### src/rtl/frame_serializer_if.sv
// Byte-in / bit-out handshake bundle for frame_serializer.
// The master modport belongs to the byte producer; the slave modport belongs to the serializer.
interface frame_serializer_if;
  logic [7:0] tx_data;
  logic       tx_valid;
  logic       tx_ready;
  logic       data;
  logic       frame;
  logic       busy;

  modport master (output tx_data, output tx_valid,
                  input tx_ready, input data, input frame, input busy);
  modport slave  (input tx_data, input tx_valid,
                  output tx_ready, output data, output frame, output busy);
endinterface

### src/rtl/frame_serializer.sv
// Byte-to-serial framer: MSB first, whole bytes only, fixed GAP after each frame.
// Optional per-frame bit-pair counters are compiled in with FRAME_SERIALIZER_PAIRCNT_EN.
module frame_serializer #(
  parameter int MAX_WORDS  = 4,
  parameter int GAP_CYCLES = 2
) (
  input  logic clk,
  input  logic rst,
  frame_serializer_if.slave bus
`ifdef FRAME_SERIALIZER_PAIRCNT_EN
  ,
  output logic [7:0] cnt00,
  output logic [7:0] cnt01,
  output logic [7:0] cnt10,
  output logic [7:0] cnt11
`endif
);

  typedef enum logic [1:0] {IDLE = 2'd0, SHIFT = 2'd1, GAP = 2'd2} state_t;

  localparam logic [7:0] MAX_W    = 8'(MAX_WORDS);
  localparam logic [3:0] GAP_LAST = 4'(GAP_CYCLES - 1);

  state_t     state_r, state_s;
  logic [7:0] shreg_r, shreg_s;
  logic [2:0] bit_r,   bit_s;
  logic [7:0] wcnt_r,  wcnt_s;
  logic [3:0] gap_r,   gap_s;
  logic       data_r,  data_s;
  logic       frame_r, frame_s;
  logic       busy_r,  busy_s;
  logic       ready_r, ready_s;
  logic       accept_s;

  // Next-state: accept only while the registered tx_ready is high.
  always_comb begin
    state_s  = state_r;
    shreg_s  = shreg_r;
    bit_s    = bit_r;
    wcnt_s   = wcnt_r;
    gap_s    = gap_r;
    accept_s = bus.tx_valid & ready_r;
    case (state_r)
      IDLE: begin
        if (accept_s) begin
          state_s = SHIFT;
          shreg_s = bus.tx_data;
          bit_s   = 3'd7;
          wcnt_s  = 8'd1;
        end else begin
          state_s = IDLE;
        end
      end
      SHIFT: begin
        if (bit_r != 3'd0) begin
          bit_s = bit_r - 3'd1;
        end else if (accept_s) begin
          shreg_s = bus.tx_data;
          bit_s   = 3'd7;
          wcnt_s  = wcnt_r + 8'd1;
        end else begin
          state_s = GAP;
          gap_s   = GAP_LAST;
        end
      end
      GAP: begin
        if (gap_r == 4'd0) begin
          state_s = IDLE;
        end else begin
          gap_s = gap_r - 4'd1;
        end
      end
      default: begin
        state_s = IDLE;
      end
    endcase
  end

  // Output decode of the next state so every output leaves a flop.
  always_comb begin
    data_s  = 1'b0;
    frame_s = 1'b0;
    ready_s = 1'b0;
    busy_s  = (state_s != IDLE);
    case (state_s)
      IDLE: begin
        ready_s = 1'b1;
      end
      SHIFT: begin
        frame_s = 1'b1;
        data_s  = shreg_s[bit_s];
        ready_s = (bit_s == 3'd0) && (wcnt_s < MAX_W);
      end
      GAP: begin
        ready_s = 1'b0;
      end
      default: begin
        ready_s = 1'b0;
      end
    endcase
  end

  // State and output registers; reset overrides any accept on the same edge.
  always_ff @(posedge clk) begin
    if (rst) begin
      state_r <= IDLE;
      shreg_r <= 8'h00;
      bit_r   <= 3'd0;
      wcnt_r  <= 8'd0;
      gap_r   <= 4'd0;
      data_r  <= 1'b0;
      frame_r <= 1'b0;
      busy_r  <= 1'b0;
      ready_r <= 1'b1;
    end else begin
      state_r <= state_s;
      shreg_r <= shreg_s;
      bit_r   <= bit_s;
      wcnt_r  <= wcnt_s;
      gap_r   <= gap_s;
      data_r  <= data_s;
      frame_r <= frame_s;
      busy_r  <= busy_s;
      ready_r <= ready_s;
    end
  end

  assign bus.data     = data_r;
  assign bus.frame    = frame_r;
  assign bus.busy     = busy_r;
  assign bus.tx_ready = ready_r;

`ifdef FRAME_SERIALIZER_PAIRCNT_EN
  logic [7:0] cnt_r [4];
  logic [1:0] pair_s;

  // Pair value (first bit as MSB); meaningful only when bit_s is even.
  always_comb begin
    pair_s = {shreg_s[bit_s + 3'd1], shreg_s[bit_s]};
  end

  // Counters clear as a frame starts and bump when a pair's second bit goes out.
  always_ff @(posedge clk) begin
    if (rst) begin
      for (int i = 0; i < 4; i++) cnt_r[i] <= 8'h00;
    end else if ((state_r == IDLE) && (state_s == SHIFT)) begin
      for (int i = 0; i < 4; i++) cnt_r[i] <= 8'h00;
    end else if ((state_s == SHIFT) && !bit_s[0]) begin
      cnt_r[pair_s] <= cnt_r[pair_s] + 8'd1;
    end else begin
      for (int i = 0; i < 4; i++) cnt_r[i] <= cnt_r[i];
    end
  end

  assign cnt00 = cnt_r[0];
  assign cnt01 = cnt_r[1];
  assign cnt10 = cnt_r[2];
  assign cnt11 = cnt_r[3];
`endif

endmodule
### src/flat_wrapper.sv
// flat-port wrapper written by rule: the top's interface ports become plain ports
module frame_serializer_flat 
#(
  parameter int MAX_WORDS  = 4,
  parameter int GAP_CYCLES = 2
)
  (clk, rst, bus_tx_data, bus_tx_valid, bus_tx_ready, bus_data, bus_frame, bus_busy);
  frame_serializer_if bus_i ();
  input  logic clk;
  input  logic rst;
  input wire logic [$bits(bus_i.tx_data)-1:0] bus_tx_data;
  input wire logic [$bits(bus_i.tx_valid)-1:0] bus_tx_valid;
  output wire logic [$bits(bus_i.tx_ready)-1:0] bus_tx_ready;
  output wire logic [$bits(bus_i.data)-1:0] bus_data;
  output wire logic [$bits(bus_i.frame)-1:0] bus_frame;
  output wire logic [$bits(bus_i.busy)-1:0] bus_busy;
  assign bus_i.tx_data = bus_tx_data;
  assign bus_i.tx_valid = bus_tx_valid;
  assign bus_tx_ready = bus_i.tx_ready;
  assign bus_data = bus_i.data;
  assign bus_frame = bus_i.frame;
  assign bus_busy = bus_i.busy;
  frame_serializer #(.MAX_WORDS(MAX_WORDS), .GAP_CYCLES(GAP_CYCLES)) u_core (.clk(clk), .rst(rst), .bus(bus_i));
endmodule
### config.mk
export PLATFORM = sky130hd
export DESIGN_NAME = frame_serializer_flat
export DESIGN_NICKNAME = d
export VERILOG_FILES = /design/src/rtl/frame_serializer_if.sv /design/src/rtl/frame_serializer.sv /design/src/flat_wrapper.sv
export SDC_FILE = /design/constraint.sdc
export NUM_CORES = 1
export LEC_CHECK = 0
export ABC_AREA = 1
export BUFFER_PORTS_ARGS = -buffer_cell sky130_fd_sc_hd__buf_4
export CELL_PAD_IN_SITES_DETAIL_PLACEMENT = 0
export CELL_PAD_IN_SITES_GLOBAL_PLACEMENT = 1
export CORE_AREA = 2 2 64 66
export DETAILED_ROUTE_END_ITERATION = 12
export DIE_AREA = 0 0 66 68
export PLACE_DENSITY_LB_ADDON = 0.1
export RECOVER_POWER = 25
export SKIP_CTS_REPAIR_TIMING = 1
export SLEW_MARGIN = 0
export SYNTH_ARGS = -nofsm -noshare
export SYNTH_HDL_FRONTEND = slang
export SYNTH_SLANG_ARGS = --single-unit
### constraint.sdc
create_clock -name clk -period 2.25 [get_ports clk]
set_clock_uncertainty 0.15 [all_clocks]
set_input_delay 0.45 -clock clk [delete_from_list [all_inputs] [get_ports clk]]
set_output_delay 0.45 -clock clk [all_outputs]
set_load 0.02 [all_outputs]
; ---- Word level (Yosys, flattened, before mapping)
; Cells that the tools add are included.
[classes]
n_eq_ne = 6
reduce_logical = 10
muxes = 23
n_lt_le_gt_ge = 2
bitwise_logic = 2
addsub = 3
[ops]
columns = cell, count
row1 = $mux 8, 5
row2 = $pmux 8 s2, 2
row3 = $mux 4, 3
row4 = $add 8x1->8 const B, 1
row5 = $lt 8x3->1 const B, 1
row6 = $pmux 4 s2, 1
row7 = $mux 2, 3
row8 = $mux 3, 2
row9 = $ne 2x2->1 const B, 3
row10 = $pmux 2 s3, 1
row11 = $pmux 3 s2, 1
row12 = $eq 2x1->1 const B, 2
row13 = $logic_not 2->1, 2
row14 = $logic_not 4->1, 1
row15 = $lt 3x4->1 const B, 1
row16 = $reduce_and 4->1, 1
row17 = $reduce_bool 2->1, 2
row18 = $sub 4x1->4 const B, 1
row19 = $bmux 1 s3, 1
row20 = $logic_not 3->1, 1
row21 = $mux 1, 3
row22 = $reduce_bool 3->1, 1
row23 = $sub 3x1->3 const B, 1
row24 = $eq 2x2->1 const B, 1
row25 = other kinds (5), 5
[totals]
output_inout_bits = 4
elab_cells = 55
register_bits = 29
in_bits = 11

; ---- Longest topological paths before layout
; Gate-level depths: netlist of the first run.
[depth]
ltp_word = 7
ltp_mapped = 14
depth_no_buf = 14

; ---- Least setup slack after synthesis of the first run
; No wires, ideal clock.
[synth_timing]
kind = reg2reg
start = reg u_core.bit_r[0]
end = reg u_core.data_r (netlist: u_core.bus.data)
arrival_time_ns = 1.426
setup_time_ns = 0.113
required_ns = 1.987
stages_incl_launch_ff = 14
period_less_slack_ns = 1.689
setup_slack_ns = 0.561
n_path_buf = 1
path_cell_list = dfxtp_1 -> inv_1 -> ha_1 -> nand2_1 -> nand2_1 -> nand2_2 -> buf_6 -> nand2_1 -> o21ai_1 -> inv_1 -> nand3_1 -> nand3_1 -> nor2_1 -> nor2_1
[synth_between]
elab_chain_cells = 6
[synth_lines]
columns = element, line_no
row1 = start: declaration, frame_serializer.sv:26  ; logic [2:0] bit_r, bit_s;
row2 = start signal: assignment, frame_serializer.sv:118  ; bit_r <= bit_s;
row3 = "parallel branches: the longest is 6 deep, another holds $sub 3x1->3", n/a
row4 = end signal: assignment, frame_serializer.sv:121  ; data_r <= data_s;
row5 = end: declaration, frame_serializer.sv:29  ; logic data_r, data_s;
; Several ways; the timed one is not identified. The select of a mux whose other input is x is not followed.
; A chain may end at the register's enable or synchronous reset.

; ---- Worst setup path after layout of the first run
; Same ends and word-level chain as after synthesis.

==> metrics, run 1 <==
total internal power=928 uW; largest family of logic cells by synthesized area=simple AND/OR/NAND/NOR gates; GRT Total Usage=17.7%; core area=approximately 0.0039 mm^2; fin. max-slew vios=0; Setup crit end=u_core.bus.data; fin crit period=about 1.9 ns; Mapped Nets=roughly 250; Sw Ratio=33.4%; initial antenna violation count=0; startpoint types=flop; vias in the first global route=1,307; Seq pwr share=approximately 43%; router iterations before antenna repair=4; Reg-to-Reg End=u_core.bus.data; most frequent cells in the layout=56 x nand2_1, 37 x inv_1, 35 x nor2_1, 29 x dfxtp_1, 21 x nand3_1; Total Wirelength=3380 um; CP peak stage delay=0.31 ns; CTS Sinks=29; post-synthesis mux area share=0%; largest net degree at the start of global routing=25; Avg Inst Size Synth=between 6 and 7 um^2; Port Buffer Count=14; die area=0.00449 mm^2; R2R cell count=11; Max Cap Viol=0; vias per cell=roughly 4.6; setup_tns=0 ns; Layout area overhead=14.4%; critical path buffer and inverter count=2; Leakage=0.000868 uW; first-pass GRT wire length=5860 um; r2r setup slk=0.34 ns; TritonCTS Buffers=5; Crit. End Element=flop; CP top delay family=simple AND/OR/NAND/NOR gates; Die H=68 um; Synth Area in Compound Gates=under 10%; layout cells sized above 1=12.0%; worst hold slack=0.268 ns; met3 Use GR=5.10%; Netlist cell types=22; DRT iter0 DRCs=74; final hold vios=0; DP Area=0.00166 mm^2; Peak VDD IR=335 uV; #FFs+latches synth=29; Post-Synth Simple-Gate Area=~39%; Power Total=1390 uW; Detailed Place HPWL=around 2500 um; Most Crowded Layer GR=met2; Core Rows=23; CP max FO=15; drt wl/cell=11.3 um; global placer's final weighted congestion=a little under 0.8; XOR/XNOR Fraction of Synth Area=0%; H-tree depth=2; sequential area share after synthesis=38.3%; clk root buf=clkbuf_8; Ant. Diodes=0; worst endpoint required time=around 2.3 ns; worst r2r src=u_core.bit_r[0]; via count=between 1,000 and 1,500; area share of fa/ha/maj cells after synthesis=4.13%; die width=66 um; Clk pin slew, worst setup/hold paths=0.06 ns; fin area=0.00173 mm^2; synthesized area=0.00151 mm^2; worst hold path class=input port to flop; IO Count=15; Least-Margin Pin Slew=0.386 ns; Clock Latency Late Sink=0.28 ns; Worst setup startpoint=u_core.bit_r[0]; fmax=about 520 MHz; CP Depth=11; leading cell type in the layout, fill and taps excluded=nand2_1; ANT nets after route=0; post-layout util=44.9%; worst path arrival time=just under 2 ns; status=complete, no violations; logic gate share of total power=26.2%; Max clock buf depth=2; met2 Usage GRT=between 20% and 30%; total global routing overflow=0; CTS tree=done; fin nets=around 270; cell mode on critical path=nor2_1; CP cell instances=inv_1 > ha_1 > nand2_1 > nand2_1 > nand2_2 > o21ai_0 > inv_1 > nor2_1 > nor2_1 > nor2_1 > nor2_1; initial core utilization=about two fifths; Mapped Cells=232; unrepaired setup endpoints after global routing=no; Clock Power Share=approximately 31%; Net Switching=around 470 uW; WS Path Type=flop to flop; ratio of final minimum period to clock period=85.0%; relative slew slack=74.1%; final setup fails=0; CP max-delay cell=dfxtp_1; # DRC=0; Syn. warnings=0; met1 usage=between 20% and 30%; Pwr per Cell Area=805 mW/mm^2
-- tightest hold or removal path, delay by kind of cell --
| kind | cells | cell delay (ns) |
|---|---|---|
| AND/OR/NAND/NOR | 1 | 0.07 |
| buffers and inverters | 1 | 0.08 |
| AO/OA/AOI/OAI | 1 | 0.07 |
-- power groups by stage --
stage                     clock network [uW]  registers [uW]  logic, uW
final                                    436             593        365
after global routing                     475             599        429
after CTS                                448             594        382
after detailed placement                   0             605        380
after global placement                     0             606        385
after floorplan                            0             615        271
-- layout make-up --
cell class,instances,area [um^2]
fillers,427,2120
multi-input cells,159,758
flip-flops and latches,29,581
inverters,41,154
repair buffers,14,90.1
clock buffers,7,86.3
well taps,50,62.6
-- stage by stage --
stage / setup slack (ns) / std cells
after detailed placement: 0.317 / 293
after global routing: 0.0721 / 300
after floorplan: 0.561 / 232
after CTS: 0.297 / 300
final: 0.338 / 300
after global placement: 0.319 / 293
-- worst min path at each step --
stage                                start                 to  slack, ns  depth (start not counted)
after floorplan           u_core.wcnt_r[0]   u_core.wcnt_r[0]       0.30                          1
after global placement     u_core.gap_r[1]    u_core.gap_r[1]       0.32                          2
after detailed placement  u_core.wcnt_r[0]   u_core.wcnt_r[0]       0.32                          1
after CTS                   bus_tx_data[1]  u_core.shreg_r[1]       0.27                          3
after global routing        bus_tx_data[1]  u_core.shreg_r[1]       0.29                          3
final                       bus_tx_data[1]  u_core.shreg_r[1]       0.27                          3
-- registers in the layout (all words and copies together), names as in the netlist --
name and cells:
u_core.bit_r 3, u_core.bus.data 1, u_core.gap_r 4, u_core.shreg_r 8
u_core.state_r 2, u_core.wcnt_r 8, u_core.bus.frame 1, u_core.bus.tx_ready 1
u_core.bus.busy 1
-- layer usage --
layer	part of all wire, %	up-vias	wire [um]
met5	0	-	0
met4	2.1	0	70
met3	3.9	7	133
met2	44	19	1490
met1	50	612	1690
li1	-	756	-
-- logic make-up (layout without fill, tap and decap cells) --
kind of cell    count (synthesis)  count (layout)
simple gates                  132             132
buf+inv                        44              62
flops                          29              29
compound gates                 22              22
fa+ha+maj                       5               5
-- cells in the mapped netlist, drive strengths merged --
cell | n | area [um^2]
a21oi | 11 | 55.1
and3 | 1 | 6.26
buf | 1 | 11.3
clkbuf | 2 | 7.51
dfxtp | 29 | 581
ha | 5 | 62.6
inv | 41 | 154
nand2 | 59 | 231
nand3 | 22 | 115
nand3b | 3 | 22.5
nand4 | 3 | 18.8
nor2 | 40 | 168
nor3 | 3 | 15.0
o21ai | 9 | 45.0
o21bai | 2 | 15.0
or2 | 1 | 6.26
Power figures use the tool's default switching activity.
==> run 2, diff against run 1 <==
ABC_AREA = 0   (was 1)
CORE_AREA = 2 2 65 67   (was 2 2 64 66)
DIE_AREA = 0 0 67 69   (was 0 0 66 68)
clock period = 1.65 ns   (was 2.25 ns; I/O delays follow)
==> run 2 against run 1 <==
The run now ends with setup timing left. Critical path depth fell by 3. Synthesized cell count fell by 24%. Area after synthesis fell by 2.7%. Die area rose by 3.0%. Sequential power rose by 37%. Critical endpoint unchanged. Largest power group unchanged.
==> metrics, run 2 <==
status=finished with violations; violated checks=setup timing; first-pass GRT wire length=6030 um; fin area=0.00204 mm^2; DRT iter0 DRCs=between 60 and 70; worst path arrival time=roughly 1.9 ns; top post-synthesis cells by count=29 x dfxtp_1, 28 x nand2_1, 19 x a21oi_1, 17 x nor2_1, 8 x nor2b_1; leading cell type in the layout, fill and taps excluded=buf_4; met2 Usage GRT=around 25%; sequential area share after synthesis=around two fifths; asr flop ratio synth=0%; Pwr per Cell Area=1030 mW/mm^2; H-tree depth=2; Netlist cell types=40; most frequent cells in the layout=40 x buf_4, 27 x nand2_1, 23 x dfxtp_1, 16 x a21oi_1, 15 x nor2_1; Max clock buf depth=2; met1 usage=21.6%; WS Path Type=flop to flop; setup_tns=-1.06 ns; Peak VDD IR=487 uV; worst hold path class=input port to flop; final hold vios=0; ANT nets after route=0; die area=about 0.0046 mm^2; largest net degree at the start of global routing=28; TritonCTS Buffers=5; Total Wirelength=3430 um; synthesized area=0.00147 mm^2; fin crit period=1.87 ns; drt wl/cell=12.5 um; via count=1,387; Least-Margin Pin Slew=0.330 ns; Mapped Nets=193; Leakage=0.000840 uW; layout cells sized above 1=about 36%; DP Area=0.00189 mm^2; initial antenna violation count=0; unrepaired setup endpoints after global routing=yes; GRT Total Usage=between 15 and 20%; Syn. warnings=0; vias in the first global route=between 1,000 and 1,500; clk root buf=clkbuf_8; relative slew slack=between 70 and 80%; Clk pin slew, worst setup/hold paths=0.06 ns; Die H=a little under 70 um; Largest regs=u_core.shreg_r: 8 flops, u_core.wcnt_r: 8 flops, u_core.gap_r: 4 flops; Most Crowded Layer GR=met2; CP max FO=6; fin nets=240; die width=~67 um; Final WS setup=-0.221 ns; number of flops mapped to enable cells by yosys=0; ratio of final minimum period to clock period=113%; Mapped Cells=177; # DRC=0; Max Cap Viol=0; Port Buffer Count=14; CTS tree=done; total global routing overflow=0; core area=0.00391 mm^2; worst hold slack=approximately 0.15 ns; met3 Use GR=6.20%; final setup fails=10; #FFs+latches synth=29; Ant. Diodes=0; r2r setup slk=-0.22 ns; worst endpoint required time=1.67 ns; Crit. End Element=flop; Main synth FF type=dfxtp_1; CTS Sinks=29; most common cell in the netlist=dfxtp_1; Avg Inst Size Synth=8.32 um^2; initial core utilization=37.6%; main area contributors after synthesis=dfxtp_1 39%, nand2_1 7.1%, a21oi_1 6.5%; startpoint types=flop; Layout area overhead=38.4%; fin. max-slew vios=0; leading area contributor after synthesis=dfxtp_1; Clock Latency Late Sink=between 0.2 and 0.3 ns; fmax=535 MHz; global placer's final weighted congestion=0.873; router iterations before antenna repair=4; worst slack, placed=-0.240 ns; IO Count=15; share of the synthesized area in the top cell type=around two fifths; Detailed Place HPWL=around 2500 um; post-layout util=a little over half; Core Rows=23; vias per cell=5.06
run 2: changes by cell type in the layout (fill, tap and decap cells not counted), sizes merged, moves of 15 or more:
cell / change
buf: +33
inv: -34
nand2: -30
nand3: -15
nor2: -23
run 2: worst paths after layout:
check | start | cells after the start | endpoint
max | u_core.bit_r[0] | 8 | u_core.bus.data
min | bus_tx_data[4] | 3 | u_core.shreg_r[4]
max reg2reg | u_core.bit_r[0] | 8 | u_core.bus.data
min reg2reg | u_core.shreg_r[3] | 2 | u_core.shreg_r[3]
run 2: routing by layer:
layer	share of wire [%]	vias to the layer above	routed length (um)
li1	-	714	-
met1	48	645	1640
met2	47	22	1620
met3	2.9	6	99
met4	2.0	0	70
met5	0	-	0
run 2: cell type report:
type	instances	area, um^2
inverter	7	26.3
fill	399	1880
multi-input combinational	135	933
clock buffer	7	86.3
timing repair buffer	46	339
sequential	29	591
tap	50	62.6
run 2: stage by stage:
step / power (uW) / instances
6_report: 2100 / 274
5_1_grt: 2240 / 274
4_1_cts: 2080 / 271
3_5_place_dp: 1490 / 264
3_3_place_gp: 1480 / 264
2_1_floorplan: 1230 / 177
run 2: report_power, final:
part	switching (uW)	leakage [uW]	total (uW)	internal, uW
registers	47.2	0.000240	815	767
logic	348	0.000556	699	351
clock network	253	0.0000443	583	330
total	649	0.000840	2100	1450
run 2: cell families after synthesis:
group                    after synthesis  synth area share [%]
flip-flops                            29                  39.4
AO/OA/AOI/OAI                         36                  15.0
multiplexers                          10                  7.82
AND/OR/NAND/NOR                       82                  28.9
XOR/XNOR                               2                  1.19
adder cells (fa/ha/maj)                5                  4.25
buffers and inverters                 13                  3.48
run 2: critical path, stage by stage (launching register included):
cell and delay, ns:
dfxtp_2 0.32, inv_2 0.07, ha_4 0.17, nand2b_4 0.07
nand2_4 0.09, mux2i_4 0.35, mux2i_1 0.25, a22oi_1 0.11
and4_1 0.18
